### src/rtl/sequence_detector.sv
// sequence_detector
//   Moore FSM that raises Y for one cycle when the last four sampled bits of
//   the serial input X are 1,0,0,1 (oldest first).
//
//   Ports:
//     Clk    in   system clock, all state updates on the rising edge
//     Reset  in   synchronous active-high reset, takes priority over X
//     X      in   serial data bit, sampled every rising edge
//     Y      out  detection flag, decoded from the state register only
//
//   Parameter:
//     OVERLAP  1: the trailing 1 of a match may begin the next match
//              0: detection restarts from scratch after each match
//
//   state | meaning
//   ------+---------------------------
//   S0    | nothing matched
//   S1    | "1" matched
//   S2    | "10" matched
//   S3    | "100" matched
//   S4    | "1001" matched, Y high

module sequence_detector #(
  parameter bit OVERLAP = 1'b1
) (
  input  logic Clk,
  input  logic Reset,
  input  logic X,
  output logic Y
);

  typedef enum logic [2:0] {
    S0 = 3'd0,
    S1 = 3'd1,
    S2 = 3'd2,
    S3 = 3'd3,
    S4 = 3'd4
  } state_t;

  state_t state_q;
  state_t state_d;

  always_ff @(posedge Clk) begin
    if (Reset) begin
      state_q <= S0;
    end else begin
      state_q <= state_d;
    end
  end

  always_comb begin
    state_d = S0;
    case (state_q)
      S0: state_d = X ? S1 : S0;
      S1: state_d = X ? S1 : S2;
      S2: state_d = X ? S1 : S3;
      S3: state_d = X ? S4 : S0;
      // The final 1 of a match already counts as "1"; with overlap a
      // following 0 therefore leaves us with "10" matched.
      S4: begin
        if (X) begin
          state_d = S1;
        end else begin
          state_d = OVERLAP ? S2 : S0;
        end
      end
      // Unused encodings fall back to idle.
      default: state_d = S0;
    endcase
  end

  // Moore output: no path from X to Y.
  assign Y = (state_q == S4);

endmodule

### config.mk
export PLATFORM = sky130hd
export DESIGN_NAME = sequence_detector
export DESIGN_NICKNAME = d
export VERILOG_FILES = /design/src/rtl/sequence_detector.sv
export SDC_FILE = /design/constraint.sdc
export NUM_CORES = 1
export LEC_CHECK = 0
export BUFFER_PORTS_ARGS = -buffer_cell sky130_fd_sc_hd__buf_2
export CORE_AREA = 2 2 39 41
export CTS_BUF_LIST = sky130_fd_sc_hd__clkbuf_4
export CTS_CLUSTER_DIAMETER = 50
export DETAILED_ROUTE_END_ITERATION = 12
export DIE_AREA = 0 0 41 43
export SLEW_MARGIN = 20
export SYNTH_ARGS = -nofsm -noshare
export SYNTH_HDL_FRONTEND = slang
export SYNTH_SLANG_ARGS = --single-unit
### constraint.sdc
create_clock -name Clk -period 0.95 [get_ports Clk]
set_clock_uncertainty 0.2 [all_clocks]
set_input_delay 0 -clock Clk [delete_from_list [all_inputs] [get_ports Clk]]
set_output_delay 0 -clock Clk [all_outputs]
set_load 0.02 [all_outputs]
==> impl_metrics.json, run 1 <==
{
  "outcome": "finished with violations",
  "violations": "negative setup slack",
  "crit_slowest_cell": "dfxtp_4",
  "final_cell_area_um2": 249,
  "netlist_area_um2": 126,
  "holdPathStages": 1,
  "initial_utilization_pct": 9.13,
  "r2r_start": "state_q[0]",
  "min_period_ps": 1160,
  "max_cap_viol_count": 0,
  "clock_sink_count": 3,
  "cp.depth": 3,
  "timing.setup.tns_ps": -543,
  "grt_pass1_vias": 130,
  "hold_viol": 0,
  "grt_pass1_wl_um": 483,
  "gp_congestion": 0.603,
  "nNetsFinal": 29,
  "ir_worst_vdd_mv": 0.577,
  "start_kind": "flop",
  "antenna_found_initial": 0,
  "netlist.area_leader.share_pct": 47.5,
  "core_area_um2": 1380,
  "max_stage_delay_ps": 330,
  "wl_um": 301,
  "synth.top_cells.by_area": "dfxtp_1, nor3b_1, nor3_2",
  "critical_path_buf_inv_count": 2,
  "die-width_um": 41,
  "synthTopCellsByCount": "dfxtp_1, nand2_1, nor3b_1",
  "dp_cells": 34,
  "hp-start": "state_q[2]",
  "via_per_inst": 3.41,
  "io_pins": 4,
  "dr.pass1.iters": 1,
  "largest_reg_flops": 3,
  "gr-total-overflow": 0,
  "htree_levels": 1,
  "maxSlewHeadroom_pct": 85.9,
  "tritoncts": "yes",
  "grt_max_degree": 6,
  "synth_cells": 14,
  "top_regs": "state_q (3)",
  "synth_mux_area_share_pct": 0,
  "synthSimpleGateAreaFrac_pct": 33.7,
  "insertion_delay_ps": 230,
  "rsz0062_at_grt": "true",
  "fp.dieH_um": 43,
  "yosys.area_share.xor_xnor_pct": 6.93,
  "crit_chain": "buf_6 -> nor3b_2 -> buf_4",
  "syn_to_final_growth_pct": 97.0,
  "max_clock_freq_mhz": 862,
  "syn_avg_cell_area_um2": 9.03,
  "synthFlopType": "dfxtp_1",
  "clk_pin_slew_ps": 40,
  "reg2reg_slack_ps": -200,
  "ys_types": 10,
  "synth.most_common_cell": "dfxtp_1",
  "root_buffer": "clkbuf_4",
  "ys_seq_area_share_pct": 47.5,
  "die_area_um2": 1760,
  "total_power_w": 0.000428,
  "cp_top_family": "flip-flops",
  "worst_slack_ps": -211,
  "yosys.area.top_type": "dfxtp_1",
  "critical_path_arrival_ps": 960,
  "cp.required_ps": 750,
  "yosysWarnings": 0,
  "diodes": 0,
  "cp-end-kind": "primary output",
  "cts_buffers": 3,
  "regMostFlops": "state_q",
  "worstSetupStartpoint": "state_q[0]",
  "async_flop_share_pct": 0,
  "rows": 14,
  "vias": 140,
  "min_period_over_period_pct": 122,
  "clk_path_buf_depth": 2,
  "wl_per_cell_um": 7.34,
  "worstSetupPathType": "reg -> out",
  "dpl_cell_area_um2": 180,
  "power.density_nw_per_um2": 1720,
  "min_to": "state_q[2]",
  "cp_max_fo": 2,
  "min_path_type": "reg -> reg",
  "track_usage_pct": 4.81,
  "synth_top_family_by_area": "simple AND/OR/NAND/NOR gates",
  "synth_fa_ha_area_share_pct": 0,
  "drt_iter0_markers": 0,
  "port-buffer-count": 3,
  "synthesis.nets": 17,
  "synth-seq-cells": 3,
  "drc": 0,
  "synth_compound_area_share_pct": 8.91,
  "drive_gt1_share_pct": 60.0,
  "slew_violations": 0,
  "place_ws_ps": -97.4,
  "worst_slew_pin_slew_ps": 210,
  "leakage_nw": 0.105,
  "reg2reg_to": "state_q[1]",
  "antenna_left": 0,
  "r2r_cells": 4,
  "synth_edf_count": 0,
  "setup_viol": 4,
  "final_cells": 41
}
[cell type report]
class	instances	area (µm²)
Tap cell	16	20.0
Timing Repair Buffer	7	56.3
Inverter	1	3.75
Sequential cell	3	66.3
Fill cell	158	1130
Clock buffer	4	30.0
Multi-Input combinational cell	10	72.6
[cell families (layout without fill, tap and decap cells)]
family	after synthesis	count (layout)
compound gates	2	2
xor+xnor	1	1
buf+inv	1	12
flops	3	3
simple gates	7	7
[power by group]
part / internal [W] / switching (W) / total, W
clock network: 0.000186 / 0.0000664 / 0.000252
logic: 0.0000240 / 0.0000172 / 0.0000412
registers: 0.000131 / 0.00000367 / 0.000135
total: 0.000341 / 0.0000872 / 0.000428
[stage by stage]
| step | hold WS (ps) | util (%) |
|---|---|---|
| floorplan | -135 | - |
| global placement | -0.376 | 13.0 |
| detailed placement | 2.03 | 13.0 |
| CTS | 269 | 18.0 |
| global route | 290 | 18.0 |
| finish | 269 | 18.0 |
[per-layer routing]
metal | wire [µm] | GRT usage, % | up-vias
met5 | 0 | 0 | -
met4 | 19 | 6.00 | 0
met2 | 162 | 5.63 | 5
li1 | - | - | 72
met3 | 15 | 3.14 | 2
met1 | 104 | 4.79 | 61
[how the worst max path moves through the flow]
stage	endpoint	slack [ps]
finish	Y	-210
global placement	state_q[1]	-70
CTS	Y	-240
detailed placement	state_q[0]	-100
global route	Y	-230
floorplan	state_q[1]	-30
[cells in the final DEF, fill, tap and decap left out, drive strengths merged]
cell type and instances:
buf 5, clkbuf 4, dfxtp 3, nor3b 2, nand2 2, dlygate4sd3 2
inv 1, nor4 1, a31oi 1, nor2 1, xor2 1, a21oi 1
nor3 1
[repair_timing]
action	4_1_cts	5_1_grt
hold buffers	2	0
resized for setup	5	0
endpoints found under the setup margin	4	4
pin swaps	2	1
hold endpoints to repair	3	0
buffers inserted	1	0
Note: power is estimated with default switching activity, not from simulation.
==> run 2, diff against run 1 <==
--- a/config.mk
+++ b/config.mk
@@ -11,6 +11,7 @@
 export CTS_CLUSTER_DIAMETER = 50
 export DETAILED_ROUTE_END_ITERATION = 12
 export DIE_AREA = 0 0 41 43
+export SKIP_CTS_REPAIR_TIMING = 1
 export SLEW_MARGIN = 20
 export SYNTH_ARGS = -nofsm -noshare
 export SYNTH_HDL_FRONTEND = slang
==> impl_metrics.json, run 2 (synthesis results as in run 1) <==
{
  "cp_max_fo": 5,
  "clk_path_buf_depth": 2,
  "slew_violations": 0,
  "worst_slew_pin_slew_ps": 213,
  "diodes": 0,
  "cp-end-kind": "primary output",
  "antenna_left": 0,
  "violations": "negative setup slack",
  "clkPwrFrac_pct": 59.7,
  "nNetsFinal": 28,
  "largest_reg_flops": 3,
  "fillers": 166,
  "gp_congestion": 0.603,
  "final_cells": 40,
  "max_stage_delay_ps": 340,
  "io_pins": 4,
  "hold_viol": 0,
  "initial_utilization_pct": 9.13,
  "via_per_inst": 3.43,
  "comb_power_share_pct": 7.8,
  "fp.dieH_um": 43,
  "clk_pin_slew_ps": 40,
  "ir_worst_vdd_mv": 0.583,
  "core_area_um2": 1380,
  "dp_cells": 34,
  "grt_pass1_vias": 108,
  "netSwitchingFraction_pct": 20.8,
  "timing.setup.tns_ps": -488,
  "start_kind": "flop",
  "rows": 14,
  "wl_per_cell_um": 7.38,
  "htree_levels": 1,
  "die-width_um": 41,
  "regMostFlops": "state_q",
  "crit_slowest_cell": "dfxtp_2",
  "drt_iter0_markers": 0,
  "top_regs": "state_q (3)",
  "cp_common_cell": "buf_4",
  "min_path_type": "reg -> reg",
  "crit_chain": "buf_4 -> nor3b_2 -> buf_4",
  "drive_gt1_share_pct": 54.2,
  "antenna_found_initial": 0,
  "vias": 137,
  "p_seq_share_pct": 32.4,
  "grt_pass1_wl_um": 400,
  "dr.pass1.iters": 1,
  "wl_um": 295,
  "rsz0062_at_grt": "true",
  "critical_path_arrival_ps": 1000,
  "r2r_cells": 3,
  "drc": 0,
  "syn_to_final_growth_pct": 85.1,
  "max_clock_freq_mhz": 837,
  "holdPathStages": 1,
  "worst_slack_ps": -245,
  "gr-total-overflow": 0,
  "leakage_nw": 0.0981,
  "switching_power_w": 0.0000886,
  "internal-power_w": 0.000337,
  "power.density_nw_per_um2": 1820,
  "tritoncts": "yes",
  "root_buffer": "clkbuf_4",
  "clock_sink_count": 3,
  "setup_viol": 4,
  "cts_buffers": 3,
  "min_period_over_period_pct": 126,
  "die_area_um2": 1760,
  "outcome": "finished with violations",
  "layout_commonest_cell": "clkbuf_4",
  "worstSetupPathType": "reg -> out",
  "max_cap_viol_count": 0,
  "maxSlewHeadroom_pct": 85.7,
  "track_usage_pct": 4.11,
  "place_ws_ps": -97.4,
  "insertion_delay_ps": 240,
  "cp.required_ps": 750,
  "min_period_ps": 1200,
  "grt_max_degree": 6,
  "port-buffer-count": 3
}
run 2: cell types whose count changed in the layout (fill, tap and decap cells not counted), sizes merged:
cell and delta:
buf -1
run 2: area by class of cell:
type | count | area, µm² | area share, %
Inverter | 1 | 3.75 | 1.60
Multi-Input combinational cell | 10 | 72.6 | 31.0
Clock buffer | 4 | 30.0 | 12.8
Sequential cell | 3 | 62.6 | 26.7
Tap cell | 16 | 20.0 | 8.56
Timing Repair Buffer | 6 | 45.0 | 19.3
run 2: through the flow:
stage	hold slack, ps	power (W)	instance area (µm²)	util, %
finish	272	0.000426	234	16.9
detailed placement	2.03	0.000166	180	13.0
global route	295	0.000444	234	16.9
global placement	-0.376	0.000165	180	13.0
floorplan	-135	0.000152	138	-
CTS	-244	0.000426	210	15.2
run 2: routing by layer:
layer	vias up	wire length (µm)	share of wire [%]	GRT usage [%]
li1	69	-	-	-
met1	61	111	38	4.47
met2	5	149	51	3.75
met3	2	15	5.1	3.14
met4	0	19	6.4	6.00
met5	-	0	0	0
run 2: worst max-delay path, delay by kind of cell, from the launching register on:
family                 cells  cell delay [ps]
AND/OR/NAND/NOR            1              140
buffers and inverters      2              290
flip-flops                 1              340
run 2: worst paths after layout:
check | startpoint | end | slack [ps]
setup / recovery | state_q[0] | Y | -250
hold / removal | state_q[2] | state_q[2] | 270
setup reg to reg | state_q[1] | state_q[0] | -70
hold reg to reg | state_q[2] | state_q[2] | 270
run 2: power by group through the flow:
| stage | logic [W] | clock network [W] | registers (W) |
|---|---|---|---|
| CTS | 0.0000263 | 0.000262 | 0.000138 |
| finish | 0.0000333 | 0.000254 | 0.000138 |
| global placement | 0.0000253 | 0 | 0.000140 |
| floorplan | 0.0000128 | 0 | 0.000139 |
| global route | 0.0000368 | 0.000268 | 0.000139 |
| detailed placement | 0.0000262 | 0 | 0.000140 |
==> run 3, diff against run 2 <==
--- a/config.mk
+++ b/config.mk
@@ -7,7 +7,6 @@
 export LEC_CHECK = 0
 export BUFFER_PORTS_ARGS = -buffer_cell sky130_fd_sc_hd__buf_2
 export CORE_AREA = 2 2 39 41
-export CTS_BUF_LIST = sky130_fd_sc_hd__clkbuf_4
 export CTS_CLUSTER_DIAMETER = 50
 export DETAILED_ROUTE_END_ITERATION = 12
 export DIE_AREA = 0 0 41 43
@@ -16,3 +15,4 @@
 export SYNTH_ARGS = -nofsm -noshare
 export SYNTH_HDL_FRONTEND = slang
 export SYNTH_SLANG_ARGS = --single-unit
+export TNS_END_PERCENT = 5
==> impl_metrics.json, run 3 (synthesis results as in run 1) <==
{
  "crit_chain": "buf_6 -> nor3b_2 -> buf_4",
  "io_pins": 4,
  "drive_gt1_share_pct": 48.1,
  "crit_slowest_cell": "dfxtp_4",
  "gr-total-overflow": 0,
  "ir_worst_vdd_mv": 0.350,
  "clock_sink_count": 3,
  "initial_utilization_pct": 9.13,
  "die-width_um": 41,
  "hpwl_um": 198,
  "rsz0062_at_grt": "true",
  "htree_levels": 1,
  "fp.dieH_um": 43,
  "reg2reg_to": "state_q[1]",
  "cp_top_family": "flip-flops",
  "nNetsFinal": 31,
  "fillers": 160,
  "track_usage_pct": 5.61,
  "max_clock_freq_mhz": 834,
  "grt_pass1_wl_um": 524,
  "leakage_nw": 0.108,
  "hp-start": "state_q[1]",
  "critical_path_buf_inv_count": 2,
  "insertion_delay_ps": 230,
  "final_cell_mix": "buf_4, clkbuf_4",
  "grt_max_degree": 6,
  "maxSlewHeadroom_pct": 84.4,
  "rows": 14,
  "worstSetupPathType": "reg -> out",
  "min_to": "state_q[2]",
  "via_per_inst": 3.21,
  "wl_um": 312,
  "clk_pin_slew_ps": 40,
  "max_stage_delay_ps": 350,
  "min_period_ps": 1200,
  "grt_pass1_vias": 137,
  "top_regs": "state_q (3)",
  "cp_max_fo": 4,
  "holdPathStages": 2,
  "cts_buffers": 3,
  "r2r_cells": 4,
  "dr.pass1.iters": 1,
  "power.density_nw_per_um2": 1610,
  "min_path_type": "reg -> reg",
  "setup_viol": 3,
  "tritoncts": "yes",
  "worst_slew_pin_slew_ps": 234,
  "place_ws_ps": -108,
  "cp.required_ps": 750,
  "critical_path_arrival_ps": 1000,
  "core_area_um2": 1380,
  "violations": "negative setup slack",
  "slew_violations": 0,
  "drt_iter0_markers": 0,
  "regMostFlops": "state_q",
  "gp_congestion": 0.661,
  "antenna_left": 0,
  "vias": 138,
  "outcome": "finished with violations",
  "r2r_start": "state_q[0]",
  "max_cap_viol_count": 0,
  "largest_reg_flops": 3,
  "cp-end-kind": "primary output",
  "drc": 0,
  "syn_to_final_growth_pct": 100,
  "fin_util_pct": 18.3,
  "diodes": 0,
  "start_kind": "flop",
  "antenna_found_initial": 0,
  "wl_per_cell_um": 7.26,
  "reg2reg_slack_ps": -210,
  "hold_viol": 0,
  "clk_path_buf_depth": 2,
  "layout_commonest_cell": "buf_4",
  "min_period_over_period_pct": 126,
  "die_area_um2": 1760,
  "port-buffer-count": 3,
  "worst_slack_ps": -248,
  "root_buffer": "clkbuf_4"
}
[run 3: cell type report]
cell class / instances / area, µm² / area share, %
Sequential cell: 3 / 63.8 / 25.2
Timing Repair Buffer: 9 / 71.3 / 28.2
Tap cell: 16 / 20.0 / 7.92
Clock buffer: 4 / 26.3 / 10.4
Multi-Input combinational cell: 10 / 67.6 / 26.7
Inverter: 1 / 3.75 / 1.49
[run 3: where the power goes]
part	total, W	switching, W	internal [W]
sequential	0.000136	0.00000496	0.000131
combinational	0.0000445	0.0000161	0.0000284
clock	0.000227	0.0000694	0.000158
[run 3: routing by layer]
layer | vias to the layer above | global-route usage (%) | wire, µm | part of all wire, %
met5 | - | 0 | 0 | 0
met4 | 0 | 12.0 | 0 | 0
met3 | 0 | 3.14 | 4 | 1.3
met2 | 1 | 5.94 | 213 | 68
met1 | 63 | 4.15 | 95 | 30
li1 | 74 | - | - | -
[run 3: stage by stage]
step                      hold slack, ps  total power, W  area [µm²]  setup TNS, ps  cells
after global routing                 338        0.000439         253           -839     43
final                                295        0.000407         253           -543     43
after CTS                           -241        0.000405         208           -483     39
after detailed placement            10.8        0.000167         181           -201     35
after floorplan                     -131        0.000151         131          -73.2     14
after global placement              12.7        0.000166         181           -149     35
[run 3: worst register-to-register path: stages, from the launching register on]
cell	delay [ps]
dfxtp_4	350
buf_4	130
xor2_1	150
a21oi_1	170
nor3_2	50
[run 3: worst max path at each step]
| stage | start | end | slack (ps) | cells past startpoint |
|---|---|---|---|---|
| floorplan | state_q[0] | state_q[1] | -60 | 3 |
| global placement | state_q[0] | state_q[1] | -90 | 3 |
| detailed placement | state_q[0] | state_q[1] | -110 | 3 |
| CTS | state_q[0] | Y | -290 | 3 |
| global route | state_q[0] | Y | -310 | 3 |
| finish | state_q[0] | Y | -250 | 3 |
